[config.mk]
export PLATFORM = sky130hd
export DESIGN_NAME = tonomat_change_arbiter_flat
export DESIGN_NICKNAME = d
export VERILOG_FILES = /design/src/rtl/tonomat_change_arbiter_if.sv /design/src/rtl/tonomat_change_arbiter.sv /design/src/flat_wrapper.sv
export SDC_FILE = /design/constraint.sdc
export NUM_CORES = 1
export LEC_CHECK = 0
export CAP_MARGIN = 0
export CORE_MARGIN = 2
export CORE_UTILIZATION = 49
export CTS_BUF_LIST = sky130_fd_sc_hd__clkbuf_8 sky130_fd_sc_hd__clkbuf_16
export CTS_CLUSTER_DIAMETER = 30
export DETAILED_ROUTE_END_ITERATION = 10
export PLACE_DENSITY = 0.79
export SYNTH_ARGS = -nofsm -noshare
export SYNTH_HDL_FRONTEND = slang
export SYNTH_SLANG_ARGS = --single-unit
[constraint.sdc]
create_clock -name clk_i -period 4.5 [get_ports clk_i]
set_input_delay 0.9 -clock clk_i [delete_from_list [all_inputs] [get_ports clk_i]]
set_output_delay 0.9 -clock clk_i [all_outputs]
set_load 0.02 [all_outputs]
[src/rtl/tonomat_change_arbiter_if.sv]
// tonomat_change_arbiter_if: lane request, coin dispenser and stock signals of the change arbiter.
interface tonomat_change_arbiter_if #(parameter int STOCK_W = 6);
  logic               req_a, req_b;
  logic [3:0]         amt_a, amt_b;
  logic               gnt_a, gnt_b, done_a, done_b, fail_a, fail_b;
  logic               disp_r1, disp_r5, disp_ack;
  logic               refill;
  logic [STOCK_W-1:0] refill_r1, refill_r5, stock_r1, stock_r5;
  logic               busy;
  modport master (
    output req_a, req_b, amt_a, amt_b, disp_ack, refill, refill_r1, refill_r5,
    input  gnt_a, gnt_b, done_a, done_b, fail_a, fail_b, disp_r1, disp_r5, stock_r1, stock_r5, busy
  );
  modport slave (
    input  req_a, req_b, amt_a, amt_b, disp_ack, refill, refill_r1, refill_r5,
    output gnt_a, gnt_b, done_a, done_b, fail_a, fail_b, disp_r1, disp_r5, stock_r1, stock_r5, busy
  );
endinterface

[src/rtl/tonomat_change_arbiter.sv]
// tonomat_change_arbiter: round-robin change payout for two lanes over one coin dispenser.
module tonomat_change_arbiter #(
  parameter int STOCK_W = 6,
  parameter int INIT_R1 = 20,
  parameter int INIT_R5 = 10
) (
  input logic clk_i,
  input logic rst_ni,
  tonomat_change_arbiter_if.slave bus
);
  typedef enum logic [2:0] {IDLE, CHECK, PAY5, PAY1, REL5, REL1, FIN} state_e;
  state_e state_q, state_d;
  logic owner_q, owner_d, rr_q, rr_d, fail_q, fail_d, pick;
  logic [3:0] amt_q, amt_d, n5_q, n5_d, n1_q, n1_d, q5, c5, c1;
  logic [STOCK_W-1:0] s1_q, s1_d, s5_q, s5_d;
  logic [STOCK_W:0] sum1, sum5;
  logic gnt_a_q, gnt_b_q, done_a_q, done_b_q, fail_a_q, fail_b_q, disp_r1_q, disp_r5_q, busy_q;
  always_comb begin
    sum1 = {1'b0, s1_q} + {1'b0, bus.refill_r1};
    sum5 = {1'b0, s5_q} + {1'b0, bus.refill_r5};
    q5 = amt_q / 4'd5;
    c5 = (STOCK_W'(q5) > s5_q) ? 4'(s5_q) : q5;
    c1 = amt_q - c5 * 4'd5;
    pick = (bus.req_a & bus.req_b) ? rr_q : bus.req_b;
    state_d = state_q;
    owner_d = owner_q;
    rr_d = rr_q;
    fail_d = fail_q;
    amt_d = amt_q;
    n5_d = n5_q;
    n1_d = n1_q;
    s1_d = s1_q;
    s5_d = s5_q;
    case (state_q)
      IDLE: begin
        if (bus.refill) begin
          s1_d = sum1[STOCK_W] ? '1 : sum1[STOCK_W-1:0];
          s5_d = sum5[STOCK_W] ? '1 : sum5[STOCK_W-1:0];
        end else if (bus.req_a | bus.req_b) begin
          owner_d = pick;
          amt_d = pick ? bus.amt_b : bus.amt_a;
          state_d = CHECK;
        end
      end
      CHECK: begin
        n5_d = c5;
        n1_d = c1;
        fail_d = STOCK_W'(c1) > s1_q;
        state_d = (fail_d || amt_q == 4'd0) ? FIN : (c5 != 4'd0) ? PAY5 : PAY1;
      end
      PAY5: if (bus.disp_ack) begin
        s5_d = s5_q - STOCK_W'(1);
        n5_d = n5_q - 4'd1;
        state_d = REL5;
      end
      REL5: if (!bus.disp_ack) state_d = (n5_q != 4'd0) ? PAY5 : (n1_q != 4'd0) ? PAY1 : FIN;
      PAY1: if (bus.disp_ack) begin
        s1_d = s1_q - STOCK_W'(1);
        n1_d = n1_q - 4'd1;
        state_d = REL1;
      end
      REL1: if (!bus.disp_ack) state_d = (n1_q != 4'd0) ? PAY1 : FIN;
      FIN: begin
        rr_d = ~owner_q;
        state_d = IDLE;
      end
      default: state_d = IDLE;
    endcase
  end
  // Outputs are registered from the next state so each one is valid for the whole state it belongs to.
  always_ff @(posedge clk_i) begin
    if (!rst_ni) begin
      state_q <= IDLE;
      owner_q <= 1'b0;
      rr_q <= 1'b0;
      fail_q <= 1'b0;
      amt_q <= '0;
      n5_q <= '0;
      n1_q <= '0;
      s1_q <= STOCK_W'(INIT_R1);
      s5_q <= STOCK_W'(INIT_R5);
      {gnt_a_q, gnt_b_q, done_a_q, done_b_q, fail_a_q, fail_b_q} <= '0;
      {disp_r1_q, disp_r5_q, busy_q} <= '0;
    end else begin
      state_q <= state_d;
      owner_q <= owner_d;
      rr_q <= rr_d;
      fail_q <= fail_d;
      amt_q <= amt_d;
      n5_q <= n5_d;
      n1_q <= n1_d;
      s1_q <= s1_d;
      s5_q <= s5_d;
      gnt_a_q <= state_q == IDLE && state_d == CHECK && !owner_d;
      gnt_b_q <= state_q == IDLE && state_d == CHECK && owner_d;
      done_a_q <= state_d == FIN && !fail_d && !owner_d;
      done_b_q <= state_d == FIN && !fail_d && owner_d;
      fail_a_q <= state_d == FIN && fail_d && !owner_d;
      fail_b_q <= state_d == FIN && fail_d && owner_d;
      disp_r1_q <= state_d == PAY1;
      disp_r5_q <= state_d == PAY5;
      busy_q <= state_d != IDLE;
    end
  end
  assign bus.gnt_a = gnt_a_q;
  assign bus.gnt_b = gnt_b_q;
  assign bus.done_a = done_a_q;
  assign bus.done_b = done_b_q;
  assign bus.fail_a = fail_a_q;
  assign bus.fail_b = fail_b_q;
  assign bus.disp_r1 = disp_r1_q;
  assign bus.disp_r5 = disp_r5_q;
  assign bus.busy = busy_q;
  assign bus.stock_r1 = s1_q;
  assign bus.stock_r5 = s5_q;
endmodule

[src/flat_wrapper.sv]
// flat-port wrapper written by rule: the top's interface ports become plain ports
module tonomat_change_arbiter_flat 
#(
  parameter int STOCK_W = 6,
  parameter int INIT_R1 = 20,
  parameter int INIT_R5 = 10
)
  (clk_i, rst_ni, bus_req_a, bus_req_b, bus_amt_a, bus_amt_b, bus_disp_ack, bus_refill, bus_refill_r1, bus_refill_r5, bus_gnt_a, bus_gnt_b, bus_done_a, bus_done_b, bus_fail_a, bus_fail_b, bus_disp_r1, bus_disp_r5, bus_stock_r1, bus_stock_r5, bus_busy);
  tonomat_change_arbiter_if #(.STOCK_W(STOCK_W)) bus_i ();
  input logic clk_i;
  input logic rst_ni;
  input wire logic [$bits(bus_i.req_a)-1:0] bus_req_a;
  input wire logic [$bits(bus_i.req_b)-1:0] bus_req_b;
  input wire logic [$bits(bus_i.amt_a)-1:0] bus_amt_a;
  input wire logic [$bits(bus_i.amt_b)-1:0] bus_amt_b;
  input wire logic [$bits(bus_i.disp_ack)-1:0] bus_disp_ack;
  input wire logic [$bits(bus_i.refill)-1:0] bus_refill;
  input wire logic [$bits(bus_i.refill_r1)-1:0] bus_refill_r1;
  input wire logic [$bits(bus_i.refill_r5)-1:0] bus_refill_r5;
  output wire logic [$bits(bus_i.gnt_a)-1:0] bus_gnt_a;
  output wire logic [$bits(bus_i.gnt_b)-1:0] bus_gnt_b;
  output wire logic [$bits(bus_i.done_a)-1:0] bus_done_a;
  output wire logic [$bits(bus_i.done_b)-1:0] bus_done_b;
  output wire logic [$bits(bus_i.fail_a)-1:0] bus_fail_a;
  output wire logic [$bits(bus_i.fail_b)-1:0] bus_fail_b;
  output wire logic [$bits(bus_i.disp_r1)-1:0] bus_disp_r1;
  output wire logic [$bits(bus_i.disp_r5)-1:0] bus_disp_r5;
  output wire logic [$bits(bus_i.stock_r1)-1:0] bus_stock_r1;
  output wire logic [$bits(bus_i.stock_r5)-1:0] bus_stock_r5;
  output wire logic [$bits(bus_i.busy)-1:0] bus_busy;
  assign bus_i.req_a = bus_req_a;
  assign bus_i.req_b = bus_req_b;
  assign bus_i.amt_a = bus_amt_a;
  assign bus_i.amt_b = bus_amt_b;
  assign bus_i.disp_ack = bus_disp_ack;
  assign bus_i.refill = bus_refill;
  assign bus_i.refill_r1 = bus_refill_r1;
  assign bus_i.refill_r5 = bus_refill_r5;
  assign bus_gnt_a = bus_i.gnt_a;
  assign bus_gnt_b = bus_i.gnt_b;
  assign bus_done_a = bus_i.done_a;
  assign bus_done_b = bus_i.done_b;
  assign bus_fail_a = bus_i.fail_a;
  assign bus_fail_b = bus_i.fail_b;
  assign bus_disp_r1 = bus_i.disp_r1;
  assign bus_disp_r5 = bus_i.disp_r5;
  assign bus_stock_r1 = bus_i.stock_r1;
  assign bus_stock_r5 = bus_i.stock_r5;
  assign bus_busy = bus_i.busy;
  tonomat_change_arbiter #(.STOCK_W(STOCK_W), .INIT_R1(INIT_R1), .INIT_R5(INIT_R5)) u_core (.clk_i(clk_i), .rst_ni(rst_ni), .bus(bus_i));
endmodule
==> results_dict.tcl, run 1 <==
set metrics [dict create \
    status "finished with violations" \
    violations "negative setup slack" \
    crit_path_end_kind "flip-flop" \
    final_util_pct 68.7 \
    slew_viol_final 0 \
    chipWidth_um 80.5 \
    synth_most_common_cell "dfxtp_1" \
    cts_root_buf "clkbuf_8" \
    cp_top_family "compound AO/OA/AOI/OAI gates" \
    numCtsBuffers 5 \
    yosys_warnings 0 \
    avgSynthCellArea_um2 7.80 \
    num_antenna_cells 0 \
    synth_cell_types 53 \
    place.gp.congestion 0.884 \
    drc 0 \
    numClockSinks 39 \
    setup_viol 7 \
    synth_fa_ha_area_share_pct 13.9 \
    slew-limit-headroom_pct 46.9 \
    final_nets 491 \
    worstPathArrival_ns 4.73 \
    hold_viol 0 \
    wl_per_cell_um 14.8 \
    final_layout_size_suffix_gt1_share_pct 14.2 \
    ir_worst_vdd_v 0.000360 \
    leakage_nw 1.59 \
    synth_top_cells_by_count "dfxtp_1 (39), a21oi_1 (33), inv_1 (31), nand2_1 (31), nor2_1 (31)" \
    crit_top_cell "buf_4" \
    syn_area_um2 2870 \
    grt_usage_pct 23.8 \
    synthXorXnorAreaFrac_pct 3.36 \
    floorplan.rows 27 \
    cts_tree "done" \
    cp_max_fo 6 \
    worst_pin_slew_ns 0.795 \
    crit_type "reg2reg" \
    startpoint_type "flip-flop" \
    rsz0062_at_grt "yes" \
    synth-edff-count 0 \
    place_area_um2 3580 \
    synth-seq-cells 39 \
    setup_slack_ns -0.0912 \
    clkLatencyLatePin_ns 0.30 \
    nFillCells 470 \
    drt_iter0_drc 188 \
    cts_hold_buf 0 \
    synth_top_area_share_pct 27.2 \
    ant_nets 0 \
    syn_inst 368 \
    vias_per_cell 5.93 \
    yosysTopAreaCell "dfxtp_1" \
    syn-num-nets 424 \
    drt_first_pass_iters 5 \
    synth_ff_type "dfxtp_1" \
    drv_cap 0 \
    grt_overflow 0 \
    dieHeight_um 80.5 \
    antenna_found_initial 0 \
    port_buffers 46 \
    synth-compound-area-share_pct 26.5 \
    syn_to_final_growth_pct 33.4 \
    core_um2 5570 \
    synth-simple-area-share_pct 21.0 \
    powerDensity_nw_per_um2 705 \
    boundaryPins 47 \
    clk_path_buf_depth 2 \
    grt_pass1_vias 2778 \
    ys_seq_area_share_pct 27.2 \
    grt_max_degree 22 \
    hold_class "reg2reg" \
    muxShareOfSynthArea_pct 2.44 \
    final_area_um2 3830 \
    finalCriticalPeriod_ns 4.59 \
    slowest_stage "or4_4" \
    async_reset_ff_share_pct 0 \
    max_clock_freq_mhz 218 \
    path_buf_inv 5 \
    cts.clk_slew.worst_paths_ns 0.08 \
    cp.required_ns 4.64 \
    synth_top_family_by_area "compound AO/OA/AOI/OAI gates" \
    whs_ns 0.478 \
    hpwl_um 5540 \
    grt_pass1_wl_um 12300 \
    critical_path.max_stage_delay_ns 0.48 \
    synthTopCellsByArea "dfxtp_1 (27%), ha_1 (12%), a21oi_1 (5.8%)" \
    via_count 3010 \
    cts_htree_levels 2 \
    die_area_um2 6480 \
    finalClockSkew_ns 0.00989 \
    start_util_pct 51.5 \
    wl_um 7510 \
    fin_crit_sh_pct 102 \
    setup_tns_ns -0.505 \
]
sequential cells by signal, indices dropped and copies added (netlist names), 3 cells and up:
| register | count |
|---|---|
| u_core.bus.stock_r1 | 6 |
| u_core.bus.stock_r5 | 6 |
| u_core.amt_q | 4 |
| u_core.n1_q | 4 |
| u_core.n5_q | 4 |
| u_core.state_q | 3 |
layout make-up:
type                            instances  area [µm²]  area share [%]
Clock buffer                            7        96.3            2.52
Clock inverter                          1        7.51           0.196
Inverter                               31         116            3.04
Multi-Input combinational cell        286        2080            54.3
Sequential cell                        39         783            20.5
Tap cell                               72        90.1            2.35
Timing Repair Buffer                   72         656            17.1
metrics by stage:
stage	setup slack [ns]	power [W]	cells
floorplan	-0.114	0.00174	368
detailed placement	-0.176	0.00227	493
global placement	-0.0618	0.00222	493
CTS	-0.0559	0.00256	501
finish	-0.0912	0.00270	508
global route	-0.315	0.00293	508
metal layers:
| layer | vias to the layer above | global-route usage (%) | wire length [µm] |
|---|---|---|---|
| li1 | 1457 | - | - |
| met1 | 1426 | 28.8 | 3180 |
| met2 | 106 | 42.1 | 3770 |
| met3 | 21 | 4.49 | 381 |
| met4 | 0 | 7.63 | 169 |
| met5 | - | 0 | 0 |
timing repair:
| action | 4_1_cts | 5_1_grt |
|---|---|---|
| buffers inserted | 0 | 7 |
| setup endpoints to repair | 8 | 9 |
| pin swaps | 10 | 6 |
| gates resized for setup | 2 | 18 |
worst paths after layout:
kind,start,end,slack [ns],cells after the start
worst max register to register,u_core.amt_q[1],u_core.bus.busy,-0.09,25
worst max-delay path,u_core.amt_q[1],u_core.bus.busy,-0.09,25
worst min register to register,u_core.n1_q[2],u_core.n1_q[2],0.48,2
worst min-delay path,u_core.n1_q[2],u_core.n1_q[2],0.48,2
cell families after synthesis:
logic type,Yosys count
and+or+nand+nor,121
adders and majority gates,30
xor gates and xnor gates,11
DFF,39
muxes,7
AOI/OAI and AO/OA,117
buffers and inverters,43
power breakdown:
| part | internal, W | leakage [nW] | total (W) | switching (W) |
|---|---|---|---|---|
| Sequential | 0.000458 | 0.320 | 0.000620 | 0.000163 |
| Clock | 0.000139 | 0.0505 | 0.000265 | 0.000125 |
| Combinational | 0.000861 | 1.22 | 0.00181 | 0.000954 |
cells in the final DEF (no fill, tap or decap), types with 3 or more instances in the layout:
master,netlist,layout
clkdlybuf4s50_1,0,46
dfxtp_1,39,37
a21oi_1,33,32
nor2_1,31,30
inv_1,31,29
nand2_1,31,28
buf_4,0,26
o21ai_0,26,25
ha_1,27,24
nor3_1,16,11
nor2b_1,10,9
o21a_1,8,8
xnor2_1,9,8
mux2i_1,7,7
clkbuf_8,0,7
a21o_1,6,6
o211ai_1,5,5
nand2b_1,6,5
a211oi_1,6,5
or3_1,4,4
nand3_1,4,4
or4_1,3,3
nor4_1,3,3
and2_1,3,3
o31ai_1,3,3
nor3_2,0,3
fa_1,3,3
ha_4,0,3
worst reg2reg max path: stages, from the launching register on:
cell,delay (ns)
dfxtp_2,0.36
buf_4,0.16
inv_1,0.06
ha_1,0.20
nor2b_1,0.11
o21ai_0,0.15
a21o_1,0.22
a311oi_2,0.29
buf_4,0.18
nor3_4,0.05
nor2_4,0.13
ha_4,0.22
nand2_4,0.08
o21ai_2,0.07
or4_4,0.48
and2_4,0.19
xnor2_2,0.12
ha_1,0.29
and4_1,0.19
nor3_2,0.05
a21oi_1,0.14
a21boi_1,0.08
o311a_1,0.33
buf_4,0.16
inv_2,0.06
a41oi_2,0.08
No activity file was read; power rests on OpenSTA's default activity.
==> run 2: changes to the inputs <==
--- a/config.mk
+++ b/config.mk
@@ -12,6 +12,7 @@
 export CTS_CLUSTER_DIAMETER = 30
 export DETAILED_ROUTE_END_ITERATION = 10
 export PLACE_DENSITY = 0.79
+export SKIP_CTS_REPAIR_TIMING = 1
 export SYNTH_ARGS = -nofsm -noshare
 export SYNTH_HDL_FRONTEND = slang
 export SYNTH_SLANG_ARGS = --single-unit
==> run 2 against run 1 <==
Against the previous run:
- the flow still finishes with violations (negative setup slack)
- clock skew about the same
- power up 0.25%
- wire length up 0.80%
- setup slack better by 0.015 ns
- critical endpoint unchanged
- largest power group unchanged
==> results_dict.tcl, run 2 (synthesized netlist as in run 1, its figures left out) <==
set metrics [dict create \
    status "finished with violations" \
    violations "negative setup slack" \
    hpwl_um 5540 \
    clkLatencyLatePin_ns 0.30 \
    grt_overflow 0 \
    leakage_nw 1.59 \
    final_nets 491 \
    core_um2 5570 \
    slew-limit-headroom_pct 46.9 \
    start_util_pct 51.5 \
    finalClockSkew_ns 0.0101 \
    worstPathArrival_ns 4.72 \
    layout.cells.most_common_list "clkdlybuf4s50_1 (46), dfxtp_1 (37), a21oi_1 (32)" \
    setup_viol 7 \
    cts_root_buf "clkbuf_8" \
    finalCriticalPeriod_ns 4.58 \
    cp_max_fo 6 \
    numClockSinks 39 \
    dieHeight_um 80.5 \
    vias_per_cell 5.85 \
    cts.clk_slew.worst_paths_ns 0.08 \
    drt_iter0_drc 165 \
    grt_pass1_wl_um 12200 \
    drc 0 \
    grt_max_degree 22 \
    place_area_um2 3580 \
    chipWidth_um 80.5 \
    grt_pass1_vias 2758 \
    fin_crit_sh_pct 102 \
    setup_slack_ns -0.0758 \
    total_power_w 0.00271 \
    cp.required_ns 4.64 \
    cts_tree "done" \
    startpoint_type "flip-flop" \
    boundaryPins 47 \
    antenna_found_initial 0 \
    clk_path_buf_depth 2 \
    hold_viol 0 \
    wl_um 7570 \
    syn_to_final_growth_pct 33.4 \
    path_cells "buf_4 > inv_1 > ha_1 > and4bb_1 > a21o_1 > a311oi_2 > buf_4 > nor3_4 > nor2_4 > ha_4 > nand2_4 > o21ai_2 > or4_4 > and2_4 > xnor2_2 > ha_1 > and4_1 > nor3_2 > a21oi_1 > a21boi_1 > o311a_1 > buf_4 > inv_2 > a41oi_2" \
    via_count 2972 \
    drt_first_pass_iters 5 \
    dp_worst_setup_slack_ns -0.176 \
    place.gp.congestion 0.884 \
    slowest_stage "or4_4" \
    floorplan.rows 27 \
    hold_class "reg2reg" \
    crit_top_cell "buf_4" \
    layout.cells.non_filler 508 \
    slew_viol_final 0 \
    drv_cap 0 \
    port_buffers 46 \
    ir_worst_vdd_v 0.000363 \
    dp.cells 493 \
    grt_usage_pct 23.7 \
    ant_nets 0 \
    powerDensity_nw_per_um2 707 \
    final_layout_size_suffix_gt1_share_pct 14.2 \
    worst_pin_slew_ns 0.796 \
    crit_path_end_kind "flip-flop" \
    wl_per_cell_um 14.9 \
    critical_path.max_stage_delay_ns 0.48 \
    crit_type "reg2reg" \
    numCtsBuffers 5 \
    cts_htree_levels 2 \
    layout_commonest_cell "clkdlybuf4s50_1" \
    num_antenna_cells 0 \
    max_clock_freq_mhz 219 \
    rsz0062_at_grt "yes" \
    final_area_um2 3830 \
    die_area_um2 6480 \
]
-- run 2: layout make-up --
| class | instances | area [µm²] |
|---|---|---|
| inverters | 31 | 116 |
| flip-flops and latches | 39 | 783 |
| multi-input cells | 286 | 2080 |
| clock buffers | 7 | 96.3 |
| fillers | 470 | 1750 |
| well taps | 72 | 90.1 |
| repair buffers | 72 | 656 |
| clock inverters | 1 | 7.51 |
-- run 2: critical path, delay by kind of cell, from the launching register on --
family                   cells  cell delay (ns)
buffers and inverters        5             0.60
flip-flops                   1             0.36
AND/OR/NAND/NOR              8             1.36
AO/OA/AOI/OAI                7             1.19
XOR/XNOR                     1             0.12
adder cells (fa/ha/maj)      3             0.77
-- run 2: where the power goes --
part           internal (W)  switching, W  total, W  leakage, nW
Combinational      0.000861      0.000960   0.00182         1.22
Clock              0.000139      0.000125  0.000265       0.0505
Sequential         0.000458      0.000163  0.000621        0.320
-- run 2: routing by layer --
metal | vias up | share of wire (%) | GRT usage (%)
li1 | 1455 | - | -
met3 | 14 | 4.2 | 4.38
met4 | 0 | 1.6 | 7.29
met2 | 81 | 51 | 41.8
met1 | 1422 | 43 | 29.0
met5 | - | 0 | 0
-- run 2: final timing paths --
path	end	slack (ns)	startpoint	cells after the start
worst min-delay path	u_core.n1_q[2]	0.48	u_core.n1_q[2]	2
worst max-delay path	u_core.bus.busy	-0.08	u_core.amt_q[1]	24
worst max register to register	u_core.bus.busy	-0.08	u_core.amt_q[1]	24
worst min register to register	u_core.n1_q[2]	0.48	u_core.n1_q[2]	2
-- run 2: per-stage QoR --
stage | utilization, % | hold WS, ns | setup TNS, ns
3_5_place_dp | 64.2 | 0.467 | -0.537
5_1_grt | 68.7 | 0.490 | -2.26
4_1_cts | 66.1 | 0.476 | -0.817
2_1_floorplan | - | 0.432 | -0.114
3_3_place_gp | 64.2 | 0.451 | -0.0618
6_report | 68.7 | 0.478 | -0.377
==> run 3: changes to the inputs <==
--- a/config.mk
+++ b/config.mk
@@ -9,7 +9,7 @@
 export CORE_MARGIN = 2
 export CORE_UTILIZATION = 49
 export CTS_BUF_LIST = sky130_fd_sc_hd__clkbuf_8 sky130_fd_sc_hd__clkbuf_16
-export CTS_CLUSTER_DIAMETER = 30
+export CTS_CLUSTER_DIAMETER = 40
 export DETAILED_ROUTE_END_ITERATION = 10
 export PLACE_DENSITY = 0.79
 export SKIP_CTS_REPAIR_TIMING = 1
==> results of run 3 <==
The final DEF is identical to that of run 2; final timing and power are the same.
